<file path="src/rtl/seg_disp_pkg.sv">
// seg_disp_pkg: shared constants for the memory-mapped 7-segment scan display.
package seg_disp_pkg;
    // Active-low gfedcba patterns for hex digits 0..F
    localparam logic [6:0] SEG7_CODE [16] = '{
        7'h40, 7'h79, 7'h24, 7'h30, 7'h19, 7'h12, 7'h02, 7'h78,
        7'h00, 7'h10, 7'h08, 7'h03, 7'h46, 7'h21, 7'h06, 7'h0E
    };
    localparam logic [6:0] SEG_BLANK = 7'h7F;
    localparam int CTRL_EN       = 0;
    localparam int CTRL_HOLD     = 1;
    localparam int CTRL_MASK_LSB = 8;
    localparam int REG_DATA_OFS  = 0;
    localparam int REG_CTRL_OFS  = 4;
endpackage

</file>
<file path="src/rtl/seg7_nibble_decode.sv">
// seg7_nibble_decode: combinational hex nibble to active-low 7-segment pattern.
module seg7_nibble_decode
    import seg_disp_pkg::*;
(
    input  logic [3:0] nibble,
    output logic [6:0] seg
);
    assign seg = SEG7_CODE[nibble];
endmodule

</file>
<file path="src/rtl/mmio_seg_scan_display.sv">
// mmio_seg_scan_display: bus-mapped DATA/CTRL registers driving a scanned common-anode hex display.
// Define SEG_LEAD_ZERO_BLANK_EN to auto-blank leading zero digits (digit 0 is always shown).
module mmio_seg_scan_display
    import seg_disp_pkg::*;
#(
    parameter int                ADDR_W     = 32,
    parameter int                DATA_W     = 32,
    parameter int                NUM_DIGITS = 8,
    parameter logic [ADDR_W-1:0] BASE_ADDR  = 32'h8000_0064,
    parameter int                SCAN_DIV   = 1024
) (
    input  logic                  clk,
    input  logic                  rst_n,
    input  logic [ADDR_W-1:0]     addr,
    input  logic [DATA_W-1:0]     wdata,
    input  logic [DATA_W/8-1:0]   wstrb,
    input  logic                  wen,
    output logic [6:0]            seg,
    output logic [NUM_DIGITS-1:0] an,
    output logic [DATA_W-1:0]     disp_q
);
    localparam int IDX_W = NUM_DIGITS > 1 ? $clog2(NUM_DIGITS) : 1;
    localparam int PRE_W = $clog2(SCAN_DIV);

    if (NUM_DIGITS > DATA_W / 4) begin : g_bad_digits
        $error("NUM_DIGITS must not exceed DATA_W/4");
    end
    if (NUM_DIGITS + CTRL_MASK_LSB > DATA_W) begin : g_bad_mask
        $error("blank mask does not fit in CTRL");
    end
    if (SCAN_DIV < 2) begin : g_bad_div
        $error("SCAN_DIV must be at least 2");
    end

    logic [DATA_W-1:0]     data_q, bmask;
    logic                  en_q, hold_q;
    logic [NUM_DIGITS-1:0] mask_q, mask_d, an_d;
    logic [PRE_W-1:0]      presc;
    logic [IDX_W-1:0]      idx;
    logic [3:0]            nibble;
    logic [6:0]            dec, seg_d;
    logic                  hit_data, hit_ctrl, run, presc_wrap, lead_blank, blank;

    assign hit_data = wen && addr == BASE_ADDR + ADDR_W'(REG_DATA_OFS);
    assign hit_ctrl = wen && addr == BASE_ADDR + ADDR_W'(REG_CTRL_OFS);

    always_comb begin
        bmask  = '0;
        mask_d = mask_q;
        for (int i = 0; i < DATA_W / 8; i++) bmask[8*i +: 8] = {8{wstrb[i]}};
        for (int i = 0; i < NUM_DIGITS; i++)
            mask_d[i] = wstrb[(CTRL_MASK_LSB + i) / 8] ? wdata[CTRL_MASK_LSB + i] : mask_q[i];
    end

    always_ff @(posedge clk or negedge rst_n) begin
        if (!rst_n) begin
            data_q <= '0;
            en_q   <= 1'b1;
            hold_q <= 1'b0;
            mask_q <= '0;
        end else begin
            if (hit_data) data_q <= (data_q & ~bmask) | (wdata & bmask);
            if (hit_ctrl) begin
                en_q   <= wstrb[CTRL_EN / 8] ? wdata[CTRL_EN] : en_q;
                hold_q <= wstrb[CTRL_HOLD / 8] ? wdata[CTRL_HOLD] : hold_q;
                mask_q <= mask_d;
            end
        end
    end

    // Counters freeze in place while disabled or held so scanning resumes where it stopped
    assign run        = en_q && !hold_q;
    assign presc_wrap = presc == PRE_W'(SCAN_DIV - 1);

    always_ff @(posedge clk or negedge rst_n) begin
        if (!rst_n) begin
            presc <= '0;
            idx   <= '0;
        end else if (run) begin
            presc <= presc_wrap ? '0 : presc + 1'b1;
            if (presc_wrap) idx <= idx == IDX_W'(NUM_DIGITS - 1) ? '0 : idx + 1'b1;
        end
    end

`ifdef SEG_LEAD_ZERO_BLANK_EN
    logic [NUM_DIGITS-1:0] nz_above;
    logic                  acc;
    always_comb begin
        acc      = 1'b0;
        nz_above = '0;
        for (int i = NUM_DIGITS - 1; i >= 0; i--) begin
            acc         = acc | (|data_q[4*i +: 4]);
            nz_above[i] = acc;
        end
    end
    assign lead_blank = idx != '0 && !nz_above[idx];
`else
    assign lead_blank = 1'b0;
`endif

    assign nibble = data_q[{idx, 2'b00} +: 4];

    seg7_nibble_decode u_dec (
        .nibble(nibble),
        .seg   (dec)
    );

    assign blank = !en_q || mask_q[idx] || lead_blank;
    assign an_d  = blank ? '1 : ~(NUM_DIGITS'(1) << idx);
    assign seg_d = blank ? SEG_BLANK : dec;

    always_ff @(posedge clk or negedge rst_n) begin
        if (!rst_n) begin
            an  <= '1;
            seg <= SEG_BLANK;
        end else begin
            an  <= an_d;
            seg <= seg_d;
        end
    end

    assign disp_q = data_q;
endmodule

</file>
<file path="config.mk">
export PLATFORM = sky130hd
export DESIGN_NAME = mmio_seg_scan_display
export DESIGN_NICKNAME = d
export VERILOG_FILES = /design/src/rtl/seg_disp_pkg.sv /design/src/rtl/seg7_nibble_decode.sv /design/src/rtl/mmio_seg_scan_display.sv
export SDC_FILE = /design/constraint.sdc
export NUM_CORES = 1
export LEC_CHECK = 0
export CORE_MARGIN = 2
export CORE_UTILIZATION = 46
export CTS_BUF_LIST = sky130_fd_sc_hd__clkbuf_16
export DETAILED_ROUTE_END_ITERATION = 8
export PLACE_DENSITY = 0.81
export SLEW_MARGIN = 30
export SYNTH_ARGS = -nofsm -noshare
export SYNTH_HDL_FRONTEND = slang
export SYNTH_SLANG_ARGS = --single-unit
</file>
<file path="constraint.sdc">
create_clock -name clk -period 3 [get_ports clk]
set_clock_uncertainty 0.2 [all_clocks]
set_input_delay 0.6 -clock clk [delete_from_list [all_inputs] [get_ports clk]]
set_output_delay 0.6 -clock clk [all_outputs]
set_load 0.01 [all_outputs]
</file>
==> summary.txt, run 1 <==
Cells and area
  – Nets: approximately 470
  – Final Instance Count excl. Fillers: 494
  – Filler instances: 530
  – Layout Area Growth over Synthesis: 47.6%
  – Diode count: 0
  – Share of cells above drive strength 1: 24.3%

Critical path
  – CP endpoint kind: flip-flop
  – WS Path Type: in -> reg
  – RR Endpoint: seg[1]
  – Slowest stage cell on the critical path: clkdlybuf4s50_1
  – Depth of the most critical reg-to-reg path: 7
  – Worst reg2reg startpoint: idx[0]
  – Setup crit start kind: primary input
  – Arr. time, crit path: 2740 ps
  – Crit-path max FO: 8
  – Cell Chain, Critical Path: clkdlybuf4s50_1 > nor4bb_1 > nand4_1 > nor4b_2 > buf_4 > and2_1 > mux2_2
  – CP peak stage delay: approximately 450 ps
  – Worst Path Required: 3020 ps
  – R2R Setup Slk: 420 ps

Clock network
  – Post-CTS Hold Buffers: 0
  – Clk pin slew, worst setup/hold paths: 60 ps
  – Postcts setup bufs: 0
  – Max H-tree Level: 3
  – Skew-Pair Late Insertion Delay: about 330 ps
  – Inserted Clock Buffers: 9
  – Clock root buffer: clkbuf_16
  – CTS max path bufs: 2
  – CTS tree: built
  – CTS sink cnt: 70
  – Post-CTS resize count: 0

Placed design
  – Port Buffer Count: 117
  – Placed Instances: 478
  – Post-DP HPWL: 6290 µm
  – Gpl congestion: 0.842

Die
  – Die X-Extent: 90.3 µm
  – Die Y: 90.3 µm
  – IO Pins: 118
  – Die ar.: a little over 0.008 mm²
  – Row count: 31
  – Initial Util: a little under half
  – Core Area: 0.00721 mm²

GRT
  – M3 GR Usage: 4.17%
  – GRT overflow: 0
  – Met1 Usage GRT: 27.0%
  – Initial antenna violation count: 0
  – Largest net degree at the start of global routing: 41
  – First-pass GRT wire length: 13400 µm
  – M2 GR Usage: 35.6%
  – Vias in the first global route: roughly 2.6k
  – GRT Max-Usage Layer: met2
  – All-Layer GR Usage: 21.2%

STA
  – RSZ-0062 raised after global routing: false
  – WHS: approximately 110 ps
  – Tmin final: 2730 ps
  – FMAX: 367 MHz
  – Final worst-path cycle share: 90.9%
  – Endpoints failing hold: 0
  – Max-slew violations: 0
  – Worst Tran Pin Value: 694 ps
  – Max-Slew Margin vs Limit: 53.8%
  – Final setup violation count: 0

Power and ir drop
  – Switching portion of total power: about 20%
  – Worst vdd ir: 0.000292 V
  – Clock power frac: 51.1%
  – Lkg Pwr: 2.21 nW
  – Internal power: 1.75 mW
  – NetSw: approximately 0.43 mW
  – Flop pwr share: between 40% and 50%
  – Power Dens Cells: roughly 430 mW/mm²
  – Comb power frac: 5.5%

Hold path
  – Worst Hold Class: in -> async

Synth
  – Synthesis-stage register bit count: 70
  – Syn Inst Count: around 260
  – Synth unique cells: 41
  – Syn nets: between 300 and 400
  – Post-synthesis sequential area ratio: 51.7%
  – Syn Area/Cell: 13.0 µm²
  – Synth warn: 0
  – Synth Cell Area: 0.00343 mm²

Detailed routing
  – Total length of routed wires: about 8100 µm
  – Remaining DRCs: 0
  – First-pass detailed-route iteration total: 7
  – Vias/cell: approximately 5.3
  – Routed len/inst: ~16 µm
  – Via Count: 2608
  – DRT antenna net count: 0
  – DR iter-0 viols: 127

Outcome
  – Status: finished, final reports clean

Flow run
  – Max Cap Viol: 0
==> layout by cell type, fill, tap and decap left out, drive strengths merged, types with 8 or more instances in the layout <==
cell type	synthesis	routed
buf	9	10
clkbuf	2	9
clkdlybuf4s50	0	116
dfrtp	54	54
dfstp	16	16
ha	13	13
mux2	44	44
mux4	8	8
nand2	23	23
nand3	10	10
nor2	11	11
==> logic make-up (layout without fill, tap and decap cells) <==
group / count (synthesis) / after routing / share of synthesized area [%]
and+or+nand+nor: 75 / 75 / 11.6
adders and majority gates: 13 / 13 / 4.75
muxes: 59 / 59 / 22.3
xor gates and xnor gates: 7 / 7 / 1.79
AOI/OAI and AO/OA: 22 / 22 / 4.82
buffers and inverters: 18 / 149 / 3.03
DFF: 70 / 70 / 51.7
==> layout make-up <==
type,count,area (µm²),share of cell area [%]
Multi-Input combinational cell,176,1550,30.7
Sequential cell,70,1770,35.0
Timing Repair Buffer,126,1270,25.1
Inverter,7,26.3,0.519
Tap cell,99,124,2.45
Clock inverter,7,88.8,1.76
Clock buffer,9,225,4.45
==> worst max path at each step <==
stage          startpoint  slack [ps]  depth (start not counted)   endpoint
2_1_floorplan      idx[0]         680                          7     seg[1]
6_report          addr[6]         270                          7  flip-flop
3_3_place_gp     addr[21]          60                          7  flip-flop
3_5_place_dp     addr[10]         -70                          7  flip-flop
4_1_cts           addr[6]         290                          7  flip-flop
5_1_grt          addr[15]         110                          7  flip-flop
==> synthesized netlist by cell type (all sizes together) <==
| cell | count | area share, % |
|---|---|---|
| mux2 | 44 | 15 |
| inv | 7 | 0.77 |
| nand2 | 23 | 2.5 |
| nand4 | 4 | 0.73 |
| o31ai | 1 | 0.22 |
| and3 | 5 | 0.91 |
| o211ai | 2 | 0.44 |
| mux4 | 8 | 5.6 |
| a21oi | 6 | 0.88 |
| o21ai | 5 | 0.73 |
| nor3 | 2 | 0.29 |
| xor2 | 4 | 1.0 |
| nor2b | 3 | 0.55 |
| mux2i | 7 | 2.2 |
| a22oi | 1 | 0.37 |
| a2bb2oi | 1 | 0.44 |
| buf | 9 | 2.0 |
| nand3 | 10 | 1.5 |
| nand3b | 1 | 0.22 |
| dfrtp | 54 | 39 |
| a21bo | 1 | 0.29 |
| clkbuf | 2 | 0.22 |
| nor4b | 3 | 0.95 |
| and4b | 2 | 0.58 |
| nand2b | 1 | 0.18 |
| ha | 13 | 4.7 |
| o221ai | 5 | 1.5 |
| nor4bb | 1 | 0.29 |
| xnor2 | 3 | 0.77 |
| nor4 | 4 | 0.73 |
| dfstp | 16 | 12 |
| and2 | 5 | 0.91 |
| nor2 | 11 | 1.3 |
==> per-stage QoR <==
| step | instance area [µm²] | util, % | power (mW) | setup TNS (ps) | worst slack, ps |
|---|---|---|---|---|---|
| after detailed placement | 4740 | 65.8 | 1.08 | -447 | -66.7 |
| after floorplan | 3430 | - | 0.966 | 0 | 676 |
| after global routing | 5060 | 70.1 | 2.24 | 0 | 113 |
| after CTS | 5060 | 70.1 | 2.19 | 0 | 286 |
| after global placement | 4740 | 65.8 | 1.08 | 0 | 64.6 |
| final | 5060 | 70.1 | 2.18 | 0 | 272 |
==> metal layers <==
metal	up-vias	wire length [µm]
met2	101	4110
met5	-	0
met1	1279	3380
li1	1214	-
met4	0	152
met3	14	481
==> power by group through the flow <==
stage | registers (mW) | logic [mW] | clock network [mW]
floorplan | 0.962 | 0.00380 | 0
global placement | 0.962 | 0.120 | 0
detailed placement | 0.962 | 0.122 | 0
CTS | 0.946 | 0.123 | 1.12
global route | 0.945 | 0.131 | 1.16
finish | 0.946 | 0.121 | 1.11
==> critical path, delay by kind of cell <==
kind                   cells  cell delay (ps)
muxes                      1              390
buffers and inverters      2              610
and+or+nand+nor            4             1150
No activity file was read; power rests on OpenSTA's default activity.
==> inputs of run 2 (changes only) <==
--- a/config.mk
+++ b/config.mk
@@ -5,7 +5,6 @@
 export SDC_FILE = /design/constraint.sdc
 export NUM_CORES = 1
 export LEC_CHECK = 0
-export CORE_MARGIN = 2
 export CORE_UTILIZATION = 46
 export CTS_BUF_LIST = sky130_fd_sc_hd__clkbuf_16
 export DETAILED_ROUTE_END_ITERATION = 8
@@ -14,3 +13,4 @@
 export SYNTH_ARGS = -nofsm -noshare
 export SYNTH_HDL_FRONTEND = slang
 export SYNTH_SLANG_ARGS = --single-unit
+export TNS_END_PERCENT = 30
==> run 2 against run 1 <==
Net effect:
- non-clock buffer count is 2 lower
- highest routed layer unchanged
- largest power group is now sequential cells
- final cell count fell by 0.40%
- worst hold slack improved by 9.9 ps
- critical path depth stayed put
- final area decreased by 1.7%
==> summary.txt, run 2 (same netlist as run 1, synthesis figures left out) <==
Clock network
  – Post-CTS resize count: 0
  – Clk pin slew, worst setup/hold paths: 50 ps
  – Post-CTS Hold Buffers: 0
  – CTS sink cnt: 70
  – Max H-tree Level: 3
  – Postcts setup bufs: 0
  – CTS tree: built
  – CTS max path bufs: 2
  – Skew-Pair Late Insertion Delay: 330 ps
  – Inserted Clock Buffers: 9
  – Clock root buffer: clkbuf_16

Cells and area
  – Share of cells above drive strength 1: 23.7%
  – Layout Area Growth over Synthesis: 45.1%
  – Final Util: 68.9%
  – Most common cell after layout, fill and taps aside: clkdlybuf4s50_1
  – Diode count: 0
  – Filler instances: between 500 and 600
  – Commonest non-fill, non-tap cells in the layout: 116 x clkdlybuf4s50_1, 54 x dfrtp_1, 43 x mux2_2
  – Nets: 472

GRT
  – Vias in the first global route: 2523
  – First-pass GRT wire length: 12300 µm
  – All-Layer GR Usage: 21.7%
  – GRT overflow: 0
  – Largest net degree at the start of global routing: 41
  – Initial antenna violation count: 0

Power and ir drop
  – Worst vdd ir: 0.000265 V
  – Power Dens Cells: 398 mW/mm²
  – Lkg Pwr: approximately 2.2 nW

Critical path
  – R2R Setup Slk: 470 ps
  – Crit-path max FO: 8
  – Slowest stage cell on the critical path: clkdlybuf4s50_1
  – CP delay by family, top: simple AND/OR/NAND/NOR gates
  – Cell Chain, Critical Path: clkdlybuf4s50_1 > nor4bb_1 > nand4_1 > nor4b_2 > buf_4 > and2_1 > mux2_2
  – CP Launch Point: addr[6]
  – WS Path Type: in -> reg
  – CP endpoint kind: flip-flop
  – Setup crit start kind: primary input
  – Worst reg2reg startpoint: idx[0]
  – Depth of the most critical reg-to-reg path: 8
  – Buf/Inv on CP: 2
  – Worst Path Required: 3010 ps
  – RR Endpoint: seg[5]
  – Crit path depth: 7
  – CP peak stage delay: 440 ps
  – Arr. time, crit path: 2710 ps

Die
  – IO Pins: 118
  – Core Area: just over 0.007 mm²
  – Initial Util: 47.5%
  – Die Y: 88.3 µm
  – Row count: 31
  – Die ar.: 0.00780 mm²
  – Die X-Extent: around 90 µm

STA
  – Max-slew violations: 0
  – Final worst-path cycle share: 89.8%
  – Setup TNS: 0 ps
  – Endpoints failing hold: 0
  – Final setup violation count: 0
  – Tmin final: about 2700 ps
  – Max-Slew Margin vs Limit: 53.1%
  – Worst Tran Pin Value: ~700 ps
  – FMAX: approximately 370 MHz
  – RSZ-0062 raised after global routing: false

Detailed routing
  – Routed len/inst: 15.4 µm
  – Remaining DRCs: 0
  – DRT antenna net count: 0
  – Total length of routed wires: approximately 7600 µm
  – Vias/cell: 5.17
  – Via Count: 2544
  – DR iter-0 viols: 129
  – First-pass detailed-route iteration total: 4

Placed design
  – Gpl congestion: 0.864
  – Port Buffer Count: 117
  – Post-DP HPWL: 5740 µm

Hold path
  – Worst Hold Class: in -> async

Outcome
  – Status: finished, final reports clean

Flow run
  – Max Cap Viol: 0
run 2: cell count changes in the layout (fill, tap and decap cells not counted), sizes merged:
cell / previous run / this run
bufinv: 2 / 0
clkinv: 4 / 7
buf: 10 / 8
clkinvlp: 1 / 0
run 2: worst min-delay path by stage:
| stage | from | endpoint | cells after the start |
|---|---|---|---|
| finish | rst_n | asynchronous set/reset pin | 1 |
| global route | rst_n | asynchronous set/reset pin | 1 |
| CTS | rst_n | asynchronous set/reset pin | 1 |
| detailed placement | presc[8] | presc[8] | 1 |
| global placement | presc[6] | presc[6] | 1 |
| floorplan | rst_n | asynchronous set/reset pin | 0 |
run 2: final cells by class:
class                      count  area (µm²)  area share (%)
clock buffer                   9         225            4.53
sequential                    70        1770            35.6
inverter                       7        26.3           0.528
clock inverter                 7        31.3           0.629
multi-input combinational    176        1550            31.2
tap                           99         124            2.49
timing repair buffer         124        1240            25.0
run 2: stage by stage:
stage	instance area [µm²]	power, mW	hold slack [ps]	instances	setup WS, ps
after floorplan	3430	0.966	104	264	676
after global routing	4970	2.05	174	492	147
after global placement	4720	1.08	253	476	25.6
after detailed placement	4720	1.08	258	476	-61.9
final	4970	1.98	116	492	305
after CTS	4970	2.00	139	492	270
run 2: routing by layer:
layer | part of all wire [%] | wire, µm | GRT usage (%) | up-vias
met1 | 44 | 3340 | 28.3 | 1226
li1 | - | - | - | 1201
met4 | 3.2 | 240 | 12.5 | 0
met5 | 0 | 0 | 0 | -
met3 | 5.4 | 407 | 5.41 | 21
met2 | 47 | 3570 | 33.1 | 96
run 2: worst reg2reg max path: cells and delay by family, from the launching register on:
kind	cells	cell delay (ps)
AO/OA/AOI/OAI	1	220
adder cells (fa/ha/maj)	1	270
buffers and inverters	2	430
flip-flops	1	320
multiplexers	2	740
AND/OR/NAND/NOR	2	260
run 2: power breakdown:
group	switching, mW	internal (mW)	total, mW
logic	0.0350	0.0839	0.119
clock network	0.371	0.543	0.914
registers	0.00000000427	0.946	0.946
